<file path="config.mk">
export PLATFORM = sky130hd
export DESIGN_NAME = cpu_exec_unit
export DESIGN_NICKNAME = d
export VERILOG_FILES = /design/src/rtl/cpu_pkg.sv /design/src/rtl/seq_multiplier.sv /design/src/rtl/cpu_exec_unit.sv
export SDC_FILE = /design/constraint.sdc
export NUM_CORES = 1
export LEC_CHECK = 0
export ABC_AREA = 0
export CORE_MARGIN = 8
export CORE_UTILIZATION = 60
export DETAILED_ROUTE_END_ITERATION = 6
export PLACE_DENSITY = 0.74
export SLEW_MARGIN = 20
export SYNTH_ARGS = -nofsm -noshare
export SYNTH_HDL_FRONTEND = slang
export SYNTH_SLANG_ARGS = --single-unit
export TNS_END_PERCENT = 10
</file>
<file path="constraint.sdc">
create_clock -name clk -period 12.6 [get_ports clk]
set_input_delay 2.52 -clock clk [delete_from_list [all_inputs] [get_ports clk]]
set_output_delay 2.52 -clock clk [all_outputs]
set_load 0.03 [all_outputs]
</file>
<file path="src/rtl/cpu_pkg.sv">
// Shared definitions for the instruction execution stage: opcode encodings
// (also used by the LCD controller's opcode string table), instruction field
// positions, FSM state encodings, the default LCD hold-off length and small
// arithmetic helpers.
package cpu_pkg;

  localparam int unsigned HOLDOFF_DEFAULT = 2_000_000;

  localparam logic [2:0] OP_LOAD  = 3'b000;
  localparam logic [2:0] OP_ADD   = 3'b001;
  localparam logic [2:0] OP_ADDI  = 3'b010;
  localparam logic [2:0] OP_SUB   = 3'b011;
  localparam logic [2:0] OP_SUBI  = 3'b100;
  localparam logic [2:0] OP_MUL   = 3'b101;
  localparam logic [2:0] OP_CLEAR = 3'b110;
  localparam logic [2:0] OP_DPL   = 3'b111;

  localparam int OPC_MSB   = 17;
  localparam int OPC_LSB   = 15;
  localparam int RD_MSB    = 14;
  localparam int RD_LSB    = 11;
  localparam int RS_MSB    = 10;
  localparam int RS_LSB    = 7;
  localparam int RT_MSB    = 6;
  localparam int RT_LSB    = 3;
  localparam int IMM7_MSB  = 6;
  localparam int IMM11_MSB = 10;

  typedef enum logic [2:0] {
    ST_IDLE    = 3'd0,
    ST_READ    = 3'd1,
    ST_EXEC    = 3'd2,
    ST_WB      = 3'd3,
    ST_NOTIFY  = 3'd4,
    ST_HOLDOFF = 3'd5
  } state_t;

  // Sign-extend a 16-bit register value to the common 33-bit working width.
  function automatic logic signed [32:0] sext33(input logic [15:0] v);
    return {{17{v[15]}}, v};
  endfunction

  // True when a wide signed result is representable in signed 16 bits.
  function automatic logic fits_s16(input logic signed [32:0] v);
    return (v[32:15] == {18{v[15]}});
  endfunction

endpackage

</file>
<file path="src/rtl/seq_multiplier.sv">
// Iterative 16x16 signed multiplier. Works on operand magnitudes with one
// shift-add step per cycle for 16 cycles and applies the sign to the final
// product. 'done' is high during the last iteration, so 'product' is valid
// from the following cycle and holds until the next start.
module seq_multiplier
  import cpu_pkg::*;
(
  input  logic        clk,
  input  logic        reset_n,
  input  logic        start,
  input  logic [15:0] a,
  input  logic [15:0] b,
  output logic        done,
  output logic [31:0] product
);

  logic [15:0] mag_a;
  logic [15:0] mag_b;
  logic [31:0] mcand;
  logic [15:0] mplier;
  logic [31:0] acc;
  logic        neg;
  logic [3:0]  count;
  logic        active;

  // Operand magnitudes; 0x8000 maps to unsigned 32768, which still fits.
  always_comb begin
    mag_a = a[15] ? (~a + 16'd1) : a;
    mag_b = b[15] ? (~b + 16'd1) : b;
  end

  // Shift-add iteration: accumulate the shifted multiplicand on each set bit.
  always_ff @(posedge clk or negedge reset_n) begin
    if (!reset_n) begin
      mcand  <= '0;
      mplier <= '0;
      acc    <= '0;
      neg    <= 1'b0;
      count  <= '0;
      active <= 1'b0;
    end else if (start) begin
      mcand  <= {16'd0, mag_a};
      mplier <= mag_b;
      acc    <= '0;
      neg    <= a[15] ^ b[15];
      count  <= '0;
      active <= 1'b1;
    end else if (active) begin
      if (mplier[0]) begin
        acc <= acc + mcand;
      end
      mcand  <= mcand << 1;
      mplier <= mplier >> 1;
      count  <= count + 4'd1;
      if (count == 4'd15) begin
        active <= 1'b0;
      end
    end
  end

  // Completion flag and signed product.
  always_comb begin
    done    = active && (count == 4'd15);
    product = neg ? (~acc + 32'd1) : acc;
  end

endmodule

</file>
<file path="src/rtl/cpu_exec_unit.sv">
// Instruction execution stage feeding the LCD controller. Samples an 18-bit
// instruction on a rising edge of 'exec', executes it against a 16x16 signed
// register file, presents the result to the LCD and then waits out a
// hold-off interval so the LCD can finish redrawing.
// Optional build macro CPU_SATURATE_EN: arithmetic ops clamp to the signed
// 16-bit range on overflow instead of wrapping.
module cpu_exec_unit
  import cpu_pkg::*;
#(
  parameter int unsigned HOLDOFF_CYCLES = HOLDOFF_DEFAULT
) (
  input  logic               clk,
  input  logic               reset_n,
  input  logic               exec,
  input  logic [17:0]        instr,
  output logic               lcd_start,
  output logic [2:0]         lcd_opcode,
  output logic [3:0]         lcd_reg_idx,
  output logic signed [15:0] lcd_value,
  output logic               busy,
  output logic               overflow
);

  state_t      state;
  state_t      next_state;
  logic        exec_prev;
  logic        exec_edge;
  logic [17:0] instr_q;
  logic [15:0] regs [16];
  logic [15:0] opnd_s;
  logic [15:0] opnd_t;
  logic [15:0] opnd_d;
  logic [31:0] hold_cnt;
  logic        mul_start;
  logic        mul_done;
  logic [31:0] mul_product;

  logic [2:0]  opcode;
  logic [3:0]  rd;
  logic [3:0]  rs;
  logic [3:0]  rt;
  logic [15:0] imm7_ext;
  logic [15:0] imm11_ext;

  logic signed [32:0] wide;
  logic               arith;
  logic [15:0]        wb_value;
  logic               wb_ovf;
  logic [3:0]         wb_idx;
  logic               wb_write;

  assign opcode    = instr_q[OPC_MSB:OPC_LSB];
  assign rd        = instr_q[RD_MSB:RD_LSB];
  assign rs        = instr_q[RS_MSB:RS_LSB];
  assign rt        = instr_q[RT_MSB:RT_LSB];
  assign imm7_ext  = {{9{instr_q[IMM7_MSB]}}, instr_q[IMM7_MSB:0]};
  assign imm11_ext = {{5{instr_q[IMM11_MSB]}}, instr_q[IMM11_MSB:0]};
  assign exec_edge = exec && !exec_prev;

  // State register.
  always_ff @(posedge clk or negedge reset_n) begin
    if (!reset_n) begin
      state <= ST_IDLE;
    end else begin
      state <= next_state;
    end
  end

  // Next-state logic; only a fresh rising edge of exec in IDLE starts work.
  always_comb begin
    next_state = state;
    case (state)
      ST_IDLE:    if (exec_edge) next_state = ST_READ;
      ST_READ:    next_state = ST_EXEC;
      ST_EXEC:    if ((opcode != OP_MUL) || mul_done) next_state = ST_WB;
      ST_WB:      next_state = ST_NOTIFY;
      ST_NOTIFY:  next_state = ST_HOLDOFF;
      ST_HOLDOFF: if (hold_cnt == 32'(HOLDOFF_CYCLES - 1)) next_state = ST_IDLE;
      default:    next_state = ST_IDLE;
    endcase
  end

  // State-decoded outputs and multiplier launch.
  always_comb begin
    busy      = (state != ST_IDLE);
    lcd_start = (state == ST_NOTIFY);
    mul_start = (state == ST_READ) && (opcode == OP_MUL);
  end

  // Previous-cycle exec for edge detection, and instruction capture.
  always_ff @(posedge clk or negedge reset_n) begin
    if (!reset_n) begin
      exec_prev <= 1'b0;
      instr_q   <= '0;
    end else begin
      exec_prev <= exec;
      if ((state == ST_IDLE) && exec_edge) begin
        instr_q <= instr;
      end
    end
  end

  // Operand fetch from the register file.
  always_ff @(posedge clk or negedge reset_n) begin
    if (!reset_n) begin
      opnd_s <= '0;
      opnd_t <= '0;
      opnd_d <= '0;
    end else if (state == ST_READ) begin
      opnd_s <= regs[rs];
      opnd_t <= regs[rt];
      opnd_d <= regs[rd];
    end
  end

  seq_multiplier u_mul (
    .clk     (clk),
    .reset_n (reset_n),
    .start   (mul_start),
    .a       (regs[rs]),
    .b       (regs[rt]),
    .done    (mul_done),
    .product (mul_product)
  );

  // Result, overflow and destination for the write-back cycle.
  always_comb begin
    wide     = '0;
    arith    = 1'b0;
    wb_value = '0;
    wb_ovf   = 1'b0;
    wb_idx   = rd;
    wb_write = 1'b0;
    case (opcode)
      OP_LOAD: begin
        wb_value = imm11_ext;
        wb_write = 1'b1;
      end
      OP_ADD: begin
        wide  = sext33(opnd_s) + sext33(opnd_t);
        arith = 1'b1;
      end
      OP_ADDI: begin
        wide  = sext33(opnd_s) + sext33(imm7_ext);
        arith = 1'b1;
      end
      OP_SUB: begin
        wide  = sext33(opnd_s) - sext33(opnd_t);
        arith = 1'b1;
      end
      OP_SUBI: begin
        wide  = sext33(opnd_s) - sext33(imm7_ext);
        arith = 1'b1;
      end
      OP_MUL: begin
        wide  = {mul_product[31], mul_product};
        arith = 1'b1;
      end
      OP_CLEAR: begin
        wb_idx = 4'd0;
      end
      default: begin
        wb_value = opnd_d;
      end
    endcase
    if (arith) begin
      wb_write = 1'b1;
      wb_ovf   = !fits_s16(wide);
`ifdef CPU_SATURATE_EN
      if (wb_ovf) begin
        wb_value = wide[32] ? 16'h8000 : 16'h7FFF;
      end else begin
        wb_value = wide[15:0];
      end
`else
      wb_value = wide[15:0];
`endif
    end
  end

  // Register file write-back, including the all-register CLEAR.
  always_ff @(posedge clk or negedge reset_n) begin
    if (!reset_n) begin
      for (int i = 0; i < 16; i++) begin
        regs[i] <= '0;
      end
    end else if (state == ST_WB) begin
      if (opcode == OP_CLEAR) begin
        for (int i = 0; i < 16; i++) begin
          regs[i] <= '0;
        end
      end else if (wb_write) begin
        regs[rd] <= wb_value;
      end
    end
  end

  // LCD data outputs, held from one write-back to the next.
  always_ff @(posedge clk or negedge reset_n) begin
    if (!reset_n) begin
      lcd_opcode  <= '0;
      lcd_reg_idx <= '0;
      lcd_value   <= '0;
      overflow    <= 1'b0;
    end else if (state == ST_WB) begin
      lcd_opcode  <= opcode;
      lcd_reg_idx <= wb_idx;
      lcd_value   <= wb_value;
      overflow    <= wb_ovf;
    end
  end

  // Hold-off counter: cleared while notifying, counts through HOLDOFF.
  always_ff @(posedge clk or negedge reset_n) begin
    if (!reset_n) begin
      hold_cnt <= '0;
    end else if (state == ST_NOTIFY) begin
      hold_cnt <= '0;
    end else if (state == ST_HOLDOFF) begin
      hold_cnt <= hold_cnt + 32'd1;
    end
  end

endmodule

</file>
==> results of run 1 <==
-- metal layers --
layer  global-route usage (%)  vias up  wire length, um
met5                        0        -               13
met4                    17.74        2             5757
met3                    8.271      364            10100
met2                    49.58     1457            41950
met1                    40.97    12040            34000
li1                         -    10450                -
-- sequential cells by signal, summed over array words and instances (netlist names) --
signal / cells
state: 3
u_mul.mplier: 16
instr_q: 18
opnd_t: 16
u_mul.active: 1
regs: 256
u_mul.count: 4
lcd_opcode: 3
u_mul.acc: 32
lcd_value: 16
overflow: 1
exec_prev: 1
lcd_reg_idx: 4
u_mul.mcand: 32
hold_cnt: 32
opnd_s: 16
opnd_d: 16
u_mul.neg: 1
-- cells in the mapped netlist (all sizes together), types with 54 or more instances --
cell type and count:
a22o 88, xnor2 72, o21ai 326, mux4 240
inv 62, clkbuf 144, nor2 162, xor2 54
dfrtp 468, ha 101, a21oi 108, nand2 400
-- path summary, 6_finish.rpt --
path                          startpoint             to  slack, ps  depth (start not counted)
setup reg to reg              instr_q[6]      regs[175]       7860                         13
max in group asynchronous        reset_n    instr_q[12]       8480                          3
hold reg to reg            lcd_opcode[2]  lcd_opcode[2]        480                          2
setup / recovery                state[1]      lcd_start       7670                          3
hold / removal             lcd_opcode[2]  lcd_opcode[2]        480                          2
min in group asynchronous        reset_n     opnd_t[15]       1950                          1
-- logic make-up after synthesis --
group | after synthesis
buffers and inverters | 250
xor gates and xnor gates | 126
adders and majority gates | 106
muxes | 342
AOI/OAI and AO/OA | 745
DFF | 468
and+or+nand+nor | 796
-- layout make-up --
type | instances | area (sq um) | area share [%]
multi-input combinational | 2115 | 17330 | 52.85
sequential | 468 | 11730 | 35.76
clock buffer | 73 | 1510 | 4.605
tap | 672 | 840.8 | 2.564
timing repair buffer | 86 | 802.0 | 2.446
clock inverter | 22 | 349.1 | 1.065
inverter | 62 | 232.7 | 0.7097
-- placed cells by master (no fill, tap or decap), types with 9 or more instances in the layout --
master,Yosys,routed
a211oi_1,14,14
a21o_1,39,39
a21oi_1,108,108
a221o_1,12,12
a221oi_1,10,10
a22o_1,88,88
a31oi_1,21,20
and3_1,16,16
buf_4,4,37
clkbuf_16,0,52
clkbuf_8,0,13
clkdlybuf4s50_1,0,45
clkinv_2,0,11
dfrtp_1,468,461
ha_1,101,101
inv_1,61,61
mux2_2,50,50
mux2i_1,52,52
mux4_2,240,240
nand2_1,400,400
nand2b_1,27,27
nand3_1,38,38
nand4_1,10,10
nor2_1,162,161
nor2b_1,21,21
nor3_1,26,25
nor4_1,10,10
o211ai_1,10,10
o21a_1,12,12
o21ai_0,302,302
o21ai_1,23,22
o21bai_1,12,12
o22ai_1,10,10
o31ai_1,26,22
or2_2,12,12
or3_1,16,16
or4_1,9,9
xnor2_1,72,72
xor2_1,54,54
-- critical path, cell delays in order (launching register included) --
cell,delay [ps]
dfrtp_1,480
nand2b_1,410
nor2_1,230
clkdlybuf4s50_1,700
-- metrics by stage --
stage	util (%)	total power, mW	hold WS, ps	worst slack [ps]	cells
after global routing	65.90	10.02	498.5	7588	3498
after CTS	65.81	9.411	488.5	7668	3497
after floorplan	-	6.137	477.1	8246	2833
after global placement	62.08	7.568	461.4	7725	3402
after detailed placement	62.08	7.729	473.3	7677	3402
final	65.90	9.559	482.9	7671	3498
-- power by group through the flow --
stage / Sequential [mW] / Clock, mW / Combinational [mW]
2_1_floorplan: 2.39 / 0 / 3.74
3_3_place_gp: 2.64 / 0 / 4.93
3_5_place_dp: 2.68 / 0 / 5.04
4_1_cts: 2.67 / 1.66 / 5.08
5_1_grt: 2.76 / 1.73 / 5.54
6_report: 2.69 / 1.65 / 5.22
==> flow_metrics.env, run 1 <==
export IMPL_status="complete, no violations"
export IMPL_drc=0
export IMPL_worst_pin_slew_ps=1178
export IMPL_clock_path_buffers=3
export IMPL_grt_max_degree=166
export IMPL_seq_power_share_pct=28.2
export IMPL_ir_worst_vdd_uv=249.4
export IMPL_async_reset_ff_share_pct=100.0
export IMPL_comb_power_share_pct=54.6
export IMPL_setup_violations=0
export IMPL_netSwitchingFraction_pct=46.46
export IMPL_grt_pass1_wl_mm=142.3
export IMPL_firstDrtPassIters=6
export IMPL_drv_cap=0
export IMPL_clock_fmax_mhz=202.9
export IMPL_p_clk_share_pct=17.2
export IMPL_synth_area_leaders="dfrtp_1 39%, mux4_2 18%, o21ai_0 5.0%"
export IMPL_drtAntennaViolNets=0
export IMPL_drive_gt1_share_pct=16.38
export IMPL_grt_pass1_vias=24030
export IMPL_io_pin_count=47
export IMPL_n_antenna_cell=0
export IMPL_rsz0062_at_grt="no"
export IMPL_final_area_sq_um=32790
export IMPL_finClkSkew_ps=33.22
export IMPL_syn_inst=2833
export IMPL_critPathLaunchType="flop"
export IMPL_power_switching_mw=4.441
export IMPL_crit_required_ps=10080
export IMPL_area_growth_pct=9.418
export IMPL_synth_top_area_share_pct=39.08
export IMPL_yosysTopAreaCell="dfrtp_1"
export IMPL_cts_resized=0
export IMPL_vias=24310
export IMPL_synth_edf_count=0
export IMPL_core_area_sq_um=49760
export IMPL_io_buffers=46
export IMPL_hold_buffers=0
export IMPL_clock_sinks=468
export IMPL_crit_fanout=12
export IMPL_viasPerCell=6.949
export IMPL_arrival_ps=2410
export IMPL_synth_fp_nets=2960
export IMPL_hold_violations=0
export IMPL_routed_wl_mm=91.82
export IMPL_synth_compound_area_share_pct=15.82
export IMPL_grt_use_total_pct=32.00
export IMPL_synth_ff_type="dfrtp_1"
export IMPL_overflow=0
export IMPL_drtIter0Drc=2923
export IMPL_nets=2911
export IMPL_die_area_sq_um=57360
export IMPL_cts_root_buffer_cell="clkbuf_16"
export IMPL_synthSimpleGateAreaFrac_pct=11.94
export IMPL_detailed_place_area_sq_um=30890
export IMPL_synth_top_family_by_area="multiplexers"
export IMPL_tritoncts="built"
export IMPL_ys_ff_latch=468
export IMPL_intPower_mw=5.118
export IMPL_synth_distinct_cells=80
export IMPL_die_x_um=239.5
export IMPL_finalWeightedCongestion=0.9536
export IMPL_synth_xor_xnor_area_share_pct=3.682
export IMPL_fill_cells=3720
export IMPL_slew_headroom_pct=21.26
export IMPL_cts_buffers=51
export IMPL_hold_class="flop to flop"
export IMPL_htree_levels=2
export IMPL_critPathKind="flop to output pin"
export IMPL_synthAdderAreaFrac_pct=4.551
export IMPL_antenna_found_initial=1
export IMPL_wl_per_cell_um=26.25
export IMPL_die_y_um=239.5
export IMPL_final_setup_tns_ps=0
export IMPL_fin_crit_ps=4929
export IMPL_cts_setup_buffers=0
export IMPL_synthMuxAreaShare_pct=21.65
export IMPL_post_route_period_util_pct=39.12
export IMPL_clk_latency_ps=620
export IMPL_cellPowerDensity_nw_per_um2=291.5
export IMPL_dpl_hpwl_mm=61.39
export IMPL_rows=82
export IMPL_clkTransAtPathRegs_ps=60
export IMPL_synth_area_sq_um=29970
export IMPL_final_max_slew_viol_count=0
export IMPL_avgSynthCellArea_sq_um=10.58
export IMPL_critPathCaptureType="output pin"
export IMPL_yosysWarningCount=0
export IMPL_seq_area_frac_synth_pct=39.08
export IMPL_p_leak_nw=14.32
export IMPL_initial_core_util_pct=60.23
Power figures use the tool's default switching activity.
==> run 2, diff against run 1 <==
- clock period: 12.6 -> 4.7 ns (I/O delays scaled with it)
==> run 2 against run 1 <==
Register-to-register slack got worse by 7400 ps. Setup slack lost 7200 ps. Design area is 0.40% higher.
==> flow_metrics.env, run 2 (same netlist as run 1, synthesis figures left out) <==
export IMPL_crit_fanout=17
export IMPL_post_route_period_util_pct=90.23
export IMPL_final_max_slew_viol_count=0
export IMPL_clock_path_buffers=3
export IMPL_antenna_found_initial=2
export IMPL_htree_levels=2
export IMPL_overflow=0
export IMPL_n_antenna_cell=0
export IMPL_clk_latency_ps=630
export IMPL_worst_pin_slew_ps=1228
export IMPL_seq_power_share_pct=28.0
export IMPL_firstDrtPassIters=7
export IMPL_io_pin_count=47
export IMPL_crit_chain="inv_1 > ha_1 > inv_1 > fa_1 > a21oi_1 > o21bai_1 > a2111oi_0 > o21bai_1 > a21o_1 > a21o_1 > a221o_1 > a21oi_1 > a21o_1 > o21ai_0"
export IMPL_power_total_mw=25.80
export IMPL_routed_wl_mm=95.12
export IMPL_cp_slowest_cell="a2111oi_0"
export IMPL_p_leak_nw=14.39
export IMPL_intPower_mw=13.80
export IMPL_grt_max_degree=110
export IMPL_rsz0062_at_grt="no"
export IMPL_drive_gt1_share_pct=16.93
export IMPL_netSwitchingFraction_pct=46.53
export IMPL_slowest_delay_ps=720
export IMPL_critPathLaunchType="flop"
export IMPL_status="complete, no violations"
export IMPL_vias=24790
export IMPL_critPathKind="flop to flop"
export IMPL_slew_headroom_pct=17.95
export IMPL_comb_power_share_pct=54.8
export IMPL_dpl_hpwl_mm=63.46
export IMPL_layout_commonest_cell="dfrtp_1"
export IMPL_cts_buffers=52
export IMPL_area_growth_pct=9.857
export IMPL_cellPowerDensity_nw_per_um2=783.7
export IMPL_grt_pass1_vias=24650
export IMPL_drv_cap=0
export IMPL_cts_root_buffer_cell="clkbuf_16"
export IMPL_tritoncts="built"
export IMPL_initial_core_util_pct=60.23
export IMPL_crit_required_ps=5150
export IMPL_core_area_sq_um=49760
export IMPL_wl_per_cell_um=27.08
export IMPL_nets=2927
export IMPL_die_area_sq_um=57360
export IMPL_setup_violations=0
export IMPL_viasPerCell=7.058
export IMPL_finClkSkew_ps=30.65
export IMPL_wl_met3_mm=10.39
export IMPL_regMostFlops="regs"
export IMPL_clock_sinks=468
export IMPL_hold_violations=0
export IMPL_grt_use_total_pct=33.36
export IMPL_hold_class="input pin to async pin"
export IMPL_fin_util_pct=66.17
export IMPL_die_x_um=239.5
export IMPL_die_y_um=239.5
export IMPL_drtAntennaViolNets=0
export IMPL_fin_crit_ps=4241
export IMPL_drtIter0Drc=3338
export IMPL_r2r_cells=14
export IMPL_p_clk_share_pct=17.2
export IMPL_drt_met1_wl_mm=35.35
export IMPL_cpMostUsedCell="a21o_1"
export IMPL_highest_layer="met5"
export IMPL_largest_reg_flops=256
export IMPL_cts_resized=0
export IMPL_finalWeightedCongestion=0.9377
export IMPL_routed_wl_met2_mm=42.93
export IMPL_hold_buffers=0
export IMPL_drc=0
export IMPL_rows=82
export IMPL_grt_pass1_wl_mm=147.2
export IMPL_io_buffers=46
export IMPL_clock_fmax_mhz=235.8
export IMPL_arrival_ps=4690
export IMPL_clkTransAtPathRegs_ps=60
export IMPL_ir_worst_vdd_uv=949.4
export IMPL_critPathCaptureType="flop"
export IMPL_cts_setup_buffers=0
export IMPL_final_setup_tns_ps=0
export IMPL_final_cell_mix="461 x dfrtp_1, 398 x nand2_1, 302 x o21ai_0, 240 x mux4_2, 161 x nor2_1"
export IMPL_power_switching_mw=12.01
run 2: power groups by stage:
stage          clock network [mW]  registers (mW)  logic (mW)
5_1_grt                      4.63            7.41        15.0
4_1_cts                      4.47            7.23        13.8
2_1_floorplan                   0            6.42        10.0
6_report                     4.43            7.24        14.1
3_5_place_dp                    0            7.28        13.7
3_3_place_gp                    0            7.16        13.4
run 2: metal layers:
layer  vias to the layer above  track usage [%]
met1                     12330            42.51
met4                         6            18.81
met2                      1569            51.35
li1                      10480                -
met5                         -                0
met3                       412            9.214
run 2: layout make-up:
class                   instances  area [sq um]
multi-input cells            2115         17330
fillers                      3784         16840
flip-flops and latches        468         11730
clock buffers                  71          1493
repair buffers                101         940.9
well taps                     672         840.8
clock inverters                24         362.8
inverters                      62         232.7
run 2: worst max-delay path: cells and delay by family (launching register included):
kind                     cells  cell delay (ps)
AO/OA/AOI/OAI               10             2890
adder cells (fa/ha/maj)      2              600
buffers and inverters        2              170
flip-flops                   1              410
run 2: worst paths after layout:
kind,startpoint,to,slack [ps]
max,opnd_s[0],regs[188],460
min,reset_n,opnd_t[14],320
max reg2reg,opnd_s[0],regs[188],460
min reg2reg,lcd_opcode[2],lcd_opcode[2],480
max in group asynchronous,reset_n,opnd_s[2],3290
min in group clk,lcd_opcode[2],lcd_opcode[2],480
run 2: metrics by stage:
stage               hold WS [ps]  instance area [sq um]  cells  setup WS (ps)
finish                     319.6                  32920   3513          459.1
global route               372.6                  32920   3513          215.2
CTS                        351.1                  32900   3512          542.5
detailed placement         462.2                  31040   3417          562.3
global placement           459.0                  31040   3417          666.9
floorplan                  477.1                  29970   2833          346.2
